`src/rtl/uart_pkg.sv`:
```
// Shared types and constants for the buffered UART bridge.
package uart_pkg;

  localparam int MIN_DIV = 3;

  typedef enum logic [1:0] {
    PAR_NONE = 2'b00,
    PAR_EVEN = 2'b01,
    PAR_ODD  = 2'b10
  } parity_e;

  typedef enum logic [2:0] {
    TX_IDLE,
    TX_START,
    TX_DATA,
    TX_PARITY,
    TX_STOP
  } tx_state_e;

  typedef enum logic [2:0] {
    RX_IDLE,
    RX_START,
    RX_DATA,
    RX_PARITY,
    RX_STOP
  } rx_state_e;

  // The unused encoding 2'b11 behaves as no parity.
  function automatic parity_e decode_parity(input logic [1:0] mode);
    case (mode)
      2'b01:   return PAR_EVEN;
      2'b10:   return PAR_ODD;
      default: return PAR_NONE;
    endcase
  endfunction

endpackage

```
`src/rtl/uart_fifo_bridge_if.sv`:
```
// Byte-stream client port of the UART bridge: TX push side, RX pop side, FIFO levels.
// Valid/ready: a transfer happens on every clock edge where valid and ready are both 1;
// data is stable whenever valid is 1, and valid never waits on ready.
interface uart_fifo_bridge_if #(
  parameter int DATA_BITS  = 8,
  parameter int FIFO_DEPTH = 16
);
  localparam int LW = $clog2(FIFO_DEPTH) + 1;

  logic [DATA_BITS-1:0] tx_data;
  logic                 tx_valid;
  logic                 tx_ready;
  logic [DATA_BITS-1:0] rx_data;
  logic                 rx_valid;
  logic                 rx_ready;
  logic [LW-1:0]        tx_level;
  logic [LW-1:0]        rx_level;

  modport master (
    output tx_data, tx_valid, rx_ready,
    input  tx_ready, rx_data, rx_valid, tx_level, rx_level
  );

  modport slave (
    input  tx_data, tx_valid, rx_ready,
    output tx_ready, rx_data, rx_valid, tx_level, rx_level
  );
endinterface

```
`src/rtl/uart_sync_fifo.sv`:
```
// Single-clock FIFO; pointers carry an extra wrap bit so full and empty come from the pointers alone.
module uart_sync_fifo #(
  parameter int WIDTH = 8,
  parameter int DEPTH = 16
) (
  input  logic                   clk,
  input  logic                   rst_n,
  input  logic                   push,
  input  logic [WIDTH-1:0]       push_data,
  input  logic                   pop,
  output logic [WIDTH-1:0]       head,
  output logic                   full,
  output logic                   empty,
  output logic [$clog2(DEPTH):0] level
);
  localparam int AW = $clog2(DEPTH);

  logic [WIDTH-1:0] mem [DEPTH];
  logic [AW:0]      wr_ptr;
  logic [AW:0]      rd_ptr;
  logic             do_push;
  logic             do_pop;

  assign empty   = (wr_ptr == rd_ptr);
  assign full    = (wr_ptr[AW] != rd_ptr[AW]) && (wr_ptr[AW-1:0] == rd_ptr[AW-1:0]);
  assign level   = wr_ptr - rd_ptr;
  assign head    = mem[rd_ptr[AW-1:0]];
  assign do_push = push && !full;
  assign do_pop  = pop && !empty;

  always_ff @(posedge clk) begin
    if (do_push) mem[wr_ptr[AW-1:0]] <= push_data;
  end

  always_ff @(posedge clk or negedge rst_n) begin
    if (!rst_n) begin
      wr_ptr <= '0;
      rd_ptr <= '0;
    end else begin
      if (do_push) wr_ptr <= wr_ptr + 1'b1;
      if (do_pop)  rd_ptr <= rd_ptr + 1'b1;
    end
  end

endmodule

```
`src/rtl/uart_fifo_bridge.sv`:
```
// Buffered UART transceiver: runtime divisor and parity, TX/RX FIFOs, sticky line errors.
module uart_fifo_bridge
  import uart_pkg::*;
#(
  parameter int DATA_BITS  = 8,
  parameter int FIFO_DEPTH = 16,
  parameter int DIV_WIDTH  = 16
) (
  input  logic                 clk,
  input  logic                 rst_n,
  input  logic [DIV_WIDTH-1:0] cfg_div,
  input  logic [1:0]           cfg_parity,
  uart_fifo_bridge_if.slave    bus,
  input  logic                 err_clr,
  output logic                 err_frame,
  output logic                 err_parity,
  output logic                 err_overrun,
  output logic                 tx_busy,
  input  logic                 uart_rx,
  output logic                 uart_tx,
  output tx_state_e            dbg_tx_state,
  output rx_state_e            dbg_rx_state
);
  localparam int BW = $clog2(DATA_BITS);

  logic [DIV_WIDTH-1:0] div_eff;
  parity_e              cfg_par;

  assign div_eff = (cfg_div < DIV_WIDTH'(MIN_DIV)) ? DIV_WIDTH'(MIN_DIV) : cfg_div;
  assign cfg_par = decode_parity(cfg_parity);

  // ---------------- TX path ----------------
  logic [DATA_BITS-1:0] tx_head;
  logic                 tx_full, tx_empty, tx_pop;
  tx_state_e            tx_state;
  logic [DIV_WIDTH-1:0] tx_cnt, tx_div;
  parity_e              tx_par;
  logic [DATA_BITS-1:0] tx_sh;
  logic [BW-1:0]        tx_bit;
  logic                 tx_pbit;

  uart_sync_fifo #(.WIDTH(DATA_BITS), .DEPTH(FIFO_DEPTH)) u_tx_fifo (
    .clk       (clk),
    .rst_n     (rst_n),
    .push      (bus.tx_valid),
    .push_data (bus.tx_data),
    .pop       (tx_pop),
    .head      (tx_head),
    .full      (tx_full),
    .empty     (tx_empty),
    .level     (bus.tx_level)
  );

  // Popping in the last STOP cycle makes the next start bit follow with no idle gap.
  assign tx_pop = !tx_empty &&
                  ((tx_state == TX_IDLE) || (tx_state == TX_STOP && tx_cnt == '0));
  assign bus.tx_ready = !tx_full;
  assign tx_busy      = (tx_state != TX_IDLE) || !tx_empty;
  assign dbg_tx_state = tx_state;

  always_ff @(posedge clk or negedge rst_n) begin
    if (!rst_n) begin
      tx_state <= TX_IDLE;
      tx_cnt   <= '0;
      tx_div   <= '0;
      tx_par   <= PAR_NONE;
      tx_sh    <= '0;
      tx_bit   <= '0;
      tx_pbit  <= 1'b0;
      uart_tx  <= 1'b1;
    end else if (tx_pop) begin
      tx_state <= TX_START;
      tx_div   <= div_eff;
      tx_cnt   <= div_eff;
      tx_par   <= cfg_par;
      tx_sh    <= tx_head;
      tx_bit   <= '0;
      tx_pbit  <= (cfg_par == PAR_ODD) ? ~^tx_head : ^tx_head;
      uart_tx  <= 1'b0;
    end else if (tx_state != TX_IDLE) begin
      if (tx_cnt != '0) begin
        tx_cnt <= tx_cnt - DIV_WIDTH'(1);
      end else begin
        tx_cnt <= tx_div;
        case (tx_state)
          TX_START: begin
            tx_state <= TX_DATA;
            uart_tx  <= tx_sh[0];
          end
          TX_DATA: begin
            if (tx_bit == BW'(DATA_BITS - 1)) begin
              tx_bit <= '0;
              if (tx_par != PAR_NONE) begin
                tx_state <= TX_PARITY;
                uart_tx  <= tx_pbit;
              end else begin
                tx_state <= TX_STOP;
                uart_tx  <= 1'b1;
              end
            end else begin
              tx_bit  <= tx_bit + BW'(1);
              tx_sh   <= tx_sh >> 1;
              uart_tx <= tx_sh[1];
            end
          end
          TX_PARITY: begin
            tx_state <= TX_STOP;
            uart_tx  <= 1'b1;
          end
          default: begin
            tx_state <= TX_IDLE;
            uart_tx  <= 1'b1;
          end
        endcase
      end
    end
  end

  // ---------------- RX path ----------------
  logic                 rx_meta, rx_in, rx_prev;
  rx_state_e            rx_state;
  logic [DIV_WIDTH-1:0] rx_cnt, rx_div;
  parity_e              rx_par;
  logic [DATA_BITS-1:0] rx_sh;
  logic [BW-1:0]        rx_bit;
  logic                 rx_pbit;
  logic                 rx_push, rx_full, rx_empty;
  logic                 ev_frame, ev_parity, ev_overrun;

  uart_sync_fifo #(.WIDTH(DATA_BITS), .DEPTH(FIFO_DEPTH)) u_rx_fifo (
    .clk       (clk),
    .rst_n     (rst_n),
    .push      (rx_push),
    .push_data (rx_sh),
    .pop       (bus.rx_ready),
    .head      (bus.rx_data),
    .full      (rx_full),
    .empty     (rx_empty),
    .level     (bus.rx_level)
  );

  assign bus.rx_valid = !rx_empty;
  assign dbg_rx_state = rx_state;

  always_ff @(posedge clk or negedge rst_n) begin
    if (!rst_n) begin
      rx_meta <= 1'b1;
      rx_in   <= 1'b1;
      rx_prev <= 1'b1;
    end else begin
      rx_meta <= uart_rx;
      rx_in   <= rx_meta;
      rx_prev <= rx_in;
    end
  end

  // Store/error pulses are registered at the stop-bit centre and take effect one cycle later.
  always_ff @(posedge clk or negedge rst_n) begin
    if (!rst_n) begin
      rx_state   <= RX_IDLE;
      rx_cnt     <= '0;
      rx_div     <= '0;
      rx_par     <= PAR_NONE;
      rx_sh      <= '0;
      rx_bit     <= '0;
      rx_pbit    <= 1'b0;
      rx_push    <= 1'b0;
      ev_frame   <= 1'b0;
      ev_parity  <= 1'b0;
      ev_overrun <= 1'b0;
    end else begin
      rx_push    <= 1'b0;
      ev_frame   <= 1'b0;
      ev_parity  <= 1'b0;
      ev_overrun <= 1'b0;
      if (rx_state == RX_IDLE) begin
        if (rx_prev && !rx_in) begin
          rx_state <= RX_START;
          rx_div   <= div_eff;
          rx_cnt   <= div_eff >> 1;
          rx_par   <= cfg_par;
          rx_bit   <= '0;
        end
      end else if (rx_cnt != '0) begin
        rx_cnt <= rx_cnt - DIV_WIDTH'(1);
      end else begin
        rx_cnt <= rx_div;
        case (rx_state)
          RX_START: rx_state <= rx_in ? RX_IDLE : RX_DATA;
          RX_DATA: begin
            rx_sh <= {rx_in, rx_sh[DATA_BITS-1:1]};
            if (rx_bit == BW'(DATA_BITS - 1)) begin
              rx_bit   <= '0;
              rx_state <= (rx_par != PAR_NONE) ? RX_PARITY : RX_STOP;
            end else begin
              rx_bit <= rx_bit + BW'(1);
            end
          end
          RX_PARITY: begin
            rx_pbit  <= rx_in;
            rx_state <= RX_STOP;
          end
          default: begin
            rx_state  <= RX_IDLE;
            ev_frame  <= !rx_in;
            ev_parity <= (rx_par != PAR_NONE) &&
                         (rx_pbit != ((rx_par == PAR_ODD) ? ~^rx_sh : ^rx_sh));
            if (rx_full) ev_overrun <= 1'b1;
            else         rx_push    <= 1'b1;
          end
        endcase
      end
    end
  end

  // A new event outranks a simultaneous clear.
  always_ff @(posedge clk or negedge rst_n) begin
    if (!rst_n) begin
      err_frame   <= 1'b0;
      err_parity  <= 1'b0;
      err_overrun <= 1'b0;
    end else begin
      err_frame   <= (err_frame   && !err_clr) || ev_frame;
      err_parity  <= (err_parity  && !err_clr) || ev_parity;
      err_overrun <= (err_overrun && !err_clr) || ev_overrun;
    end
  end

endmodule

```
`src/flat_wrapper.sv`:
```
// flat-port wrapper written by rule: the top's interface ports become plain ports
module uart_fifo_bridge_flat import uart_pkg::*;
#(
  parameter int DATA_BITS  = 8,
  parameter int FIFO_DEPTH = 16,
  parameter int DIV_WIDTH  = 16
)
  (clk, rst_n, cfg_div, cfg_parity, err_clr, err_frame, err_parity, err_overrun, tx_busy, uart_rx, uart_tx, dbg_tx_state, dbg_rx_state, bus_tx_data, bus_tx_valid, bus_rx_ready, bus_tx_ready, bus_rx_data, bus_rx_valid, bus_tx_level, bus_rx_level);
  uart_fifo_bridge_if #(.DATA_BITS(DATA_BITS), .FIFO_DEPTH(FIFO_DEPTH)) bus_i ();
  input  logic clk;
  input  logic rst_n;
  input  logic [DIV_WIDTH-1:0] cfg_div;
  input  logic [1:0] cfg_parity;
  input  logic err_clr;
  output logic err_frame;
  output logic err_parity;
  output logic err_overrun;
  output logic tx_busy;
  input  logic uart_rx;
  output logic uart_tx;
  output tx_state_e dbg_tx_state;
  output rx_state_e dbg_rx_state;
  input wire logic [$bits(bus_i.tx_data)-1:0] bus_tx_data;
  input wire logic [$bits(bus_i.tx_valid)-1:0] bus_tx_valid;
  input wire logic [$bits(bus_i.rx_ready)-1:0] bus_rx_ready;
  output wire logic [$bits(bus_i.tx_ready)-1:0] bus_tx_ready;
  output wire logic [$bits(bus_i.rx_data)-1:0] bus_rx_data;
  output wire logic [$bits(bus_i.rx_valid)-1:0] bus_rx_valid;
  output wire logic [$bits(bus_i.tx_level)-1:0] bus_tx_level;
  output wire logic [$bits(bus_i.rx_level)-1:0] bus_rx_level;
  assign bus_i.tx_data = bus_tx_data;
  assign bus_i.tx_valid = bus_tx_valid;
  assign bus_i.rx_ready = bus_rx_ready;
  assign bus_tx_ready = bus_i.tx_ready;
  assign bus_rx_data = bus_i.rx_data;
  assign bus_rx_valid = bus_i.rx_valid;
  assign bus_tx_level = bus_i.tx_level;
  assign bus_rx_level = bus_i.rx_level;
  uart_fifo_bridge #(.DATA_BITS(DATA_BITS), .FIFO_DEPTH(FIFO_DEPTH), .DIV_WIDTH(DIV_WIDTH)) u_core (.clk(clk), .rst_n(rst_n), .cfg_div(cfg_div), .cfg_parity(cfg_parity), .bus(bus_i), .err_clr(err_clr), .err_frame(err_frame), .err_parity(err_parity), .err_overrun(err_overrun), .tx_busy(tx_busy), .uart_rx(uart_rx), .uart_tx(uart_tx), .dbg_tx_state(dbg_tx_state), .dbg_rx_state(dbg_rx_state));
endmodule
```
`config.mk`:
```
export PLATFORM = sky130hd
export DESIGN_NAME = uart_fifo_bridge_flat
export DESIGN_NICKNAME = d
export VERILOG_FILES = /design/src/rtl/uart_pkg.sv /design/src/rtl/uart_fifo_bridge_if.sv /design/src/rtl/uart_sync_fifo.sv /design/src/rtl/uart_fifo_bridge.sv /design/src/flat_wrapper.sv
export SDC_FILE = /design/constraint.sdc
export NUM_CORES = 1
export LEC_CHECK = 0
export BUFFER_PORTS_ARGS = -buffer_cell sky130_fd_sc_hd__buf_2
export CORE_UTILIZATION = 60
export DETAILED_ROUTE_END_ITERATION = 8
export GPL_ROUTABILITY_DRIVEN = 0
export PLACE_DENSITY = 0.78
export SYNTH_ARGS = -nofsm -noshare
export SYNTH_HDL_FRONTEND = slang
export SYNTH_HIERARCHICAL = 1
export SYNTH_SLANG_ARGS = --single-unit
```
`constraint.sdc`:
```
create_clock -name clk -period 7.5 [get_ports clk]
set_input_delay 2.25 -clock clk [delete_from_list [all_inputs] [get_ports clk]]
set_output_delay 2.25 -clock clk [all_outputs]
set_load 0.05 [all_outputs]
```
==> results.cfg, run 1 <==
[sta]
hold_slack_ns = 0.358
slew_headroom_pct = 13.0
fin_crit_ns = 5.66
setup_slack_ns = 1.84
finalSetupViolCount = 0
fmax_mhz = 177
hold_viol = 0
drv_slew = 0
worstMarginPinSlew_ns = 1.29
skew_ns = 0.0106
grt_setup_unrepaired = no
finalSetupTns_ns = 0
period_share_pct = 75.5

[synthesis]
yosysWarnings = 6
ys_async_sr_fraction_pct = 33.5
synth_top_area_cell = edfxtp_1
syn-cell-area_um2 = 16900
syn_area_per_cell_um2 = 13.9
yosysTopAreaCellShare_pct = 45.4
synth-seq-cells = 385
yosys_most_used_dff = edfxtp_1
synth.area.top_cells = edfxtp_1, dfrtp_1, mux4_2
synthesis.nets = 1277
synthCells = 1218
synth_edf_count = 256
synth_cell_types = 69
seq_area_frac_synth_pct = 64.4

[clocking]
cts_setup_buffers = 0
numCtsBuffers = 40
ctsHoldBuffers = 0
cts.clk_slew.worst_paths_ns = 0.06
cts_buffer_depth = 3
root_buffer = clkbuf_16
h-tree-depth = 2
cts_num_sinks = 385
cts_resized = 0
cts_tree = yes
clk_latency_ns = 0.52

[pwr]
p_int_mw = 4.28
pwr-share-comb_pct = 27.6
ir_drop_v = 0.000555
p_seq_share_pct = 43.4
p_sw_mw = 2.18
powerDensity_nw_per_um2 = 345
pwr-share-clk_pct = 29.0
power.share.switching_pct = 33.8
p_leak_nw = 7.14
p_total_mw = 6.46

[route]
drt-vias-per-instance = 6.14
postRouteAntennaNets = 0
wirelength_um = 36000
wl_per_cell_um = 21.4
num_vias = 10300
drc = 0
firstDrtPassIters = 5
drtIter0Drc = 989

[global_routing]
antenna_found_initial = 0
grt_first_pass_wirelength_um = 57100
top_usage_layer = met2
grt_start_max_net_pins = 95
grt.overflow.total = 0
use_met3_pct = 3.95
grt_use_met2_pct = 43.1
use_met1_pct = 36.3
grt_pass1_vias = 10300
track_usage_pct = 25.9

[floorplanning]
die_w_um = 170
coreArea_um2 = 27800
die_h_um = 170
num_rows = 61
num_io_pins = 63
start_util_pct = 61.0
die_area_um2 = 28900

[job]
cap_viol_max_count = 0

[critical_path]
path_class = reg2out
startpoint_type = flip-flop
required_ns = 5.25
end_kind = primary output
arrival_ns = 3.41
crit_fanout = 20

[outcome]
outcome = finished, final reports clean

[finish]
area_growth_pct = 10.6
fin_cells = 1685
num-nets-final = 1336
diodes = 0
drive_gt1_share_pct = 15.0

[place]
dp.final_hpwl_um = 23400
portBuffers = 62
dp_slack_ns = 2.46
placedCellCount = 1613

[hold_path]
hold_path_class = reg2reg
## per-stage QoR
step / instance area, um2 / util, %
3_3_place_gp: 17500 / 63.0
4_1_cts: 18700 / 67.5
2_1_floorplan: 16900 / -
3_5_place_dp: 17500 / 63.0
6_report: 18700 / 67.5
5_1_grt: 18700 / 67.5
## power groups by stage
stage	clock network, mW	logic (mW)	registers, mW
floorplan	0	1.50	2.70
global placement	0	1.72	2.82
detailed placement	0	1.76	2.84
CTS	1.90	1.78	2.80
global route	1.99	1.92	2.84
finish	1.87	1.78	2.81
## flip-flops by register name, summed over array words and instances (netlist names), 8 cells and up
| register | count |
|---|---|
| u_core/tx_div | 16 |
| u_core/tx_sh | 8 |
| u_core/u_rx_fifo/mem | 128 |
| u_core/rx_sh | 8 |
| u_core/rx_div | 16 |
| u_core/rx_cnt | 16 |
| u_core/u_tx_fifo/mem | 128 |
| u_core/tx_cnt | 16 |
## routing by layer
metal	part of all wire [%]	wire length, um
met5	0	0
met4	1.7	604
met3	6.2	2240
met2	49	17700
met1	43	15400
## cells in the final DEF, fill, tap and decap left out, drive strengths merged, types with 13 or more instances in the layout
cell / n
a21oi: 42
buf: 75
clkbuf: 61
dfrtp: 125
edfxtp: 256
ha: 25
inv: 33
mux2i: 59
mux4: 48
nand2: 149
nand3: 16
nor2: 63
nor3: 26
nor4: 13
o21ai: 80
xnor2: 36
## cells in the mapped netlist, drive strengths merged (3+ instances only)
library cell	instances
o21a	3
nor3	26
nor4	13
and3	10
dfrtp	125
buf	26
inv	33
nor2b	6
nand2	149
nor3b	3
a32oi	11
nand2b	8
xor2	6
mux2i	59
edfxtp	256
a31oi	3
ha	25
and2	11
clkbuf	32
a21boi	4
a221o	6
xnor2	36
a22oi	12
mux4	48
nor2	63
nand4	9
a21o	12
a221oi	8
nand3	16
dfstp	4
o31ai	8
a211oi	3
mux2	12
or3	7
o21ai	80
a21oi	42
o211ai	12
a22o	3
and4	4
or4	6
## layout make-up
cell class,instances,area (um2)
Clock inverter,11,106
Inverter,33,124
Multi-Input combinational cell,742,5570
Clock buffer,61,1130
Sequential cell,385,10900
Timing Repair Buffer,75,414
Tap cell,378,473
Fill cell,2016,9040
## logic make-up (layout without fill, tap and decap cells)
logic type / after synthesis / count (layout) / synth area share (%)
buf+inv: 91 / 180 / 2.72
fa+ha+maj: 27 / 27 / 2.08
compound gates: 213 / 213 / 7.97
simple gates: 341 / 341 / 9.58
xor+xnor: 42 / 42 / 2.21
mux: 119 / 119 / 11.0
flops: 385 / 385 / 64.4
## critical path, stage by stage (launching register included)
cell     delay [ns]
dfrtp_1        0.56
inv_2          0.20
ha_1           0.40
and4_1         0.23
and2_1         0.21
and2_1         0.60
inv_1          0.37
buf_2          0.31
## final timing paths
path / startpoint / endpoint / slack, ns / cells past startpoint
setup / recovery: u_core/u_tx_fifo/rd_ptr[3]$_DFFE_PN0P_ / tx_busy / 1.84 / 7
hold / removal: u_core/rx_meta$_DFF_PN1_ / u_core/rx_in$_DFF_PN1_ / 0.36 / 0
setup reg to reg: u_core/tx_cnt[0]$_DFFE_PN0P_ / u_core/u_tx_fifo/rd_ptr[4]$_DFFE_PN0P_ / 3.20 / 10
hold reg to reg: u_core/rx_meta$_DFF_PN1_ / u_core/rx_in$_DFF_PN1_ / 0.36 / 0
max in group asynchronous: rst_n / u_core/rx_cnt[13]$_DFFE_PN0P_ / 4.63 / 2
min in group asynchronous: rst_n / u_core/tx_cnt[14]$_DFFE_PN0P_ / 1.83 / 1
Note: power is estimated with default switching activity, not from simulation.
==> run 2: changes to the inputs <==
clock period = 5.5 ns   (was 7.5 ns; I/O delays follow)
==> results.cfg, run 2 (synthesis results as in run 1) <==
[floorplanning]
die_area_um2 = 28900
die_w_um = 170
start_util_pct = 61.0
num_io_pins = 63
die_h_um = 170
num_rows = 61
coreArea_um2 = 27800

[place]
dp.final_hpwl_um = 23300
dpl_cell_area_um2 = 17500
dp_slack_ns = 1.36
portBuffers = 62

[route]
drc = 0
wirelength_um = 36100
drtIter0Drc = 1193
postRouteAntennaNets = 0
wl_per_cell_um = 21.4
firstDrtPassIters = 5
num_vias = 10400
drt-vias-per-instance = 6.18

[job]
cap_viol_max_count = 0

[hold_path]
hold_path_class = reg2reg

[clocking]
numCtsBuffers = 39
cts_tree = yes
h-tree-depth = 2
cts_setup_buffers = 0
clk_latency_ns = 0.53
cts_buffer_depth = 3
cts.clk_slew.worst_paths_ns = 0.06
root_buffer = clkbuf_16
ctsHoldBuffers = 0
cts_num_sinks = 385
cts_resized = 0

[global_routing]
grt_first_pass_wirelength_um = 57100
grt.overflow.total = 0
antenna_found_initial = 0
track_usage_pct = 26.0
grt_start_max_net_pins = 102
grt_pass1_vias = 10300

[sta]
finalSetupTns_ns = 0
setup_slack_ns = 0.751
worstMarginPinSlew_ns = 1.35
skew_ns = 0.0285
hold_viol = 0
fin_crit_ns = 4.75
period_share_pct = 86.4
drv_slew = 0
grt_setup_unrepaired = no
finalSetupViolCount = 0
fmax_mhz = 211
hold_slack_ns = 0.363
slew_headroom_pct = 9.19

[finish]
num-nets-final = 1338
n_fill_cell = 1967
area_growth_pct = 10.8
fin_area_um2 = 18800
diodes = 0
mostFrequentLayoutCells = edfxtp_1, nand2_1, dfrtp_1
final_common_cell = edfxtp_1
multi_input_area_um2 = 5570
drive_gt1_share_pct = 15.8
seq_area_um2 = 10900

[critical_path]
path_class = reg2out
arrival_ns = 3.10
required_ns = 3.85
crit_fanout = 20
startpoint_type = flip-flop
end_kind = primary output

[pwr]
p_leak_nw = 7.18
powerDensity_nw_per_um2 = 471
ir_drop_v = 0.000678
p_total_mw = 8.84

[outcome]
outcome = finished, final reports clean
[run 2: changes by cell type in the layout (fill, tap and decap cells not counted), moves of 2 or more]
| cell | before | now |
|---|---|---|
| clkinv_1 | 3 | 7 |
| buf_4 | 13 | 15 |
| clkbuf_1 | 17 | 5 |
| clkinv_2 | 4 | 11 |
[run 2: layout make-up]
type / count / share of cell area, %
multi-input cells: 742 / 29.7
inverters: 33 / 0.659
repair buffers: 78 / 2.31
clock buffers: 47 / 5.58
well taps: 378 / 2.52
flip-flops and latches: 385 / 58.1
clock inverters: 25 / 1.13
[run 2: critical path: stages, from the launching register on]
cell	delay (ns)
dfrtp_1	0.57
inv_2	0.21
ha_1	0.38
and4_1	0.23
and2_1	0.21
and2_1	0.15
buf_4	0.20
inv_1	0.28
buf_2	0.33
[run 2: path summary, 6_finish.rpt]
path,start,end,slack (ns),cells after the start
setup / recovery,u_core/u_tx_fifo/rd_ptr[3]$_DFFE_PN0P_,tx_busy,0.75,8
min in group asynchronous,rst_n,u_core/tx_div[7]$_DFFE_PN0P_,1.25,1
max in group asynchronous,rst_n,u_core/tx_par[1]$_DFFE_PN0P_,3.29,2
setup reg to reg,u_core/tx_cnt[0]$_DFFE_PN0P_,u_core/tx_cnt[0]$_DFFE_PN0P_,1.83,10
hold / removal,u_core/rx_meta$_DFF_PN1_,u_core/rx_in$_DFF_PN1_,0.36,0
hold reg to reg,u_core/rx_meta$_DFF_PN1_,u_core/rx_in$_DFF_PN1_,0.36,0
[run 2: per-layer routing]
| layer | GRT usage, % | up-vias | routed length (um) |
|---|---|---|---|
| met3 | 3.84 | 67 | 2390 |
| met5 | 0 | - | 0 |
| met2 | 43.7 | 432 | 17900 |
| li1 | - | 4722 | - |
| met4 | 7.48 | 0 | 797 |
| met1 | 35.5 | 5217 | 15000 |
[run 2: report_power, final]
part | total [mW] | internal (mW) | switching, mW
combinational | 2.49 | 0.910 | 1.58
clock | 2.58 | 1.51 | 1.08
sequential | 3.76 | 3.43 | 0.338
[run 2: per-stage QoR]
step | cells | util (%)
2_1_floorplan | 1218 | -
5_1_grt | 1688 | 67.6
3_3_place_gp | 1615 | 63.1
3_5_place_dp | 1615 | 63.1
6_report | 1688 | 67.6
4_1_cts | 1687 | 67.6
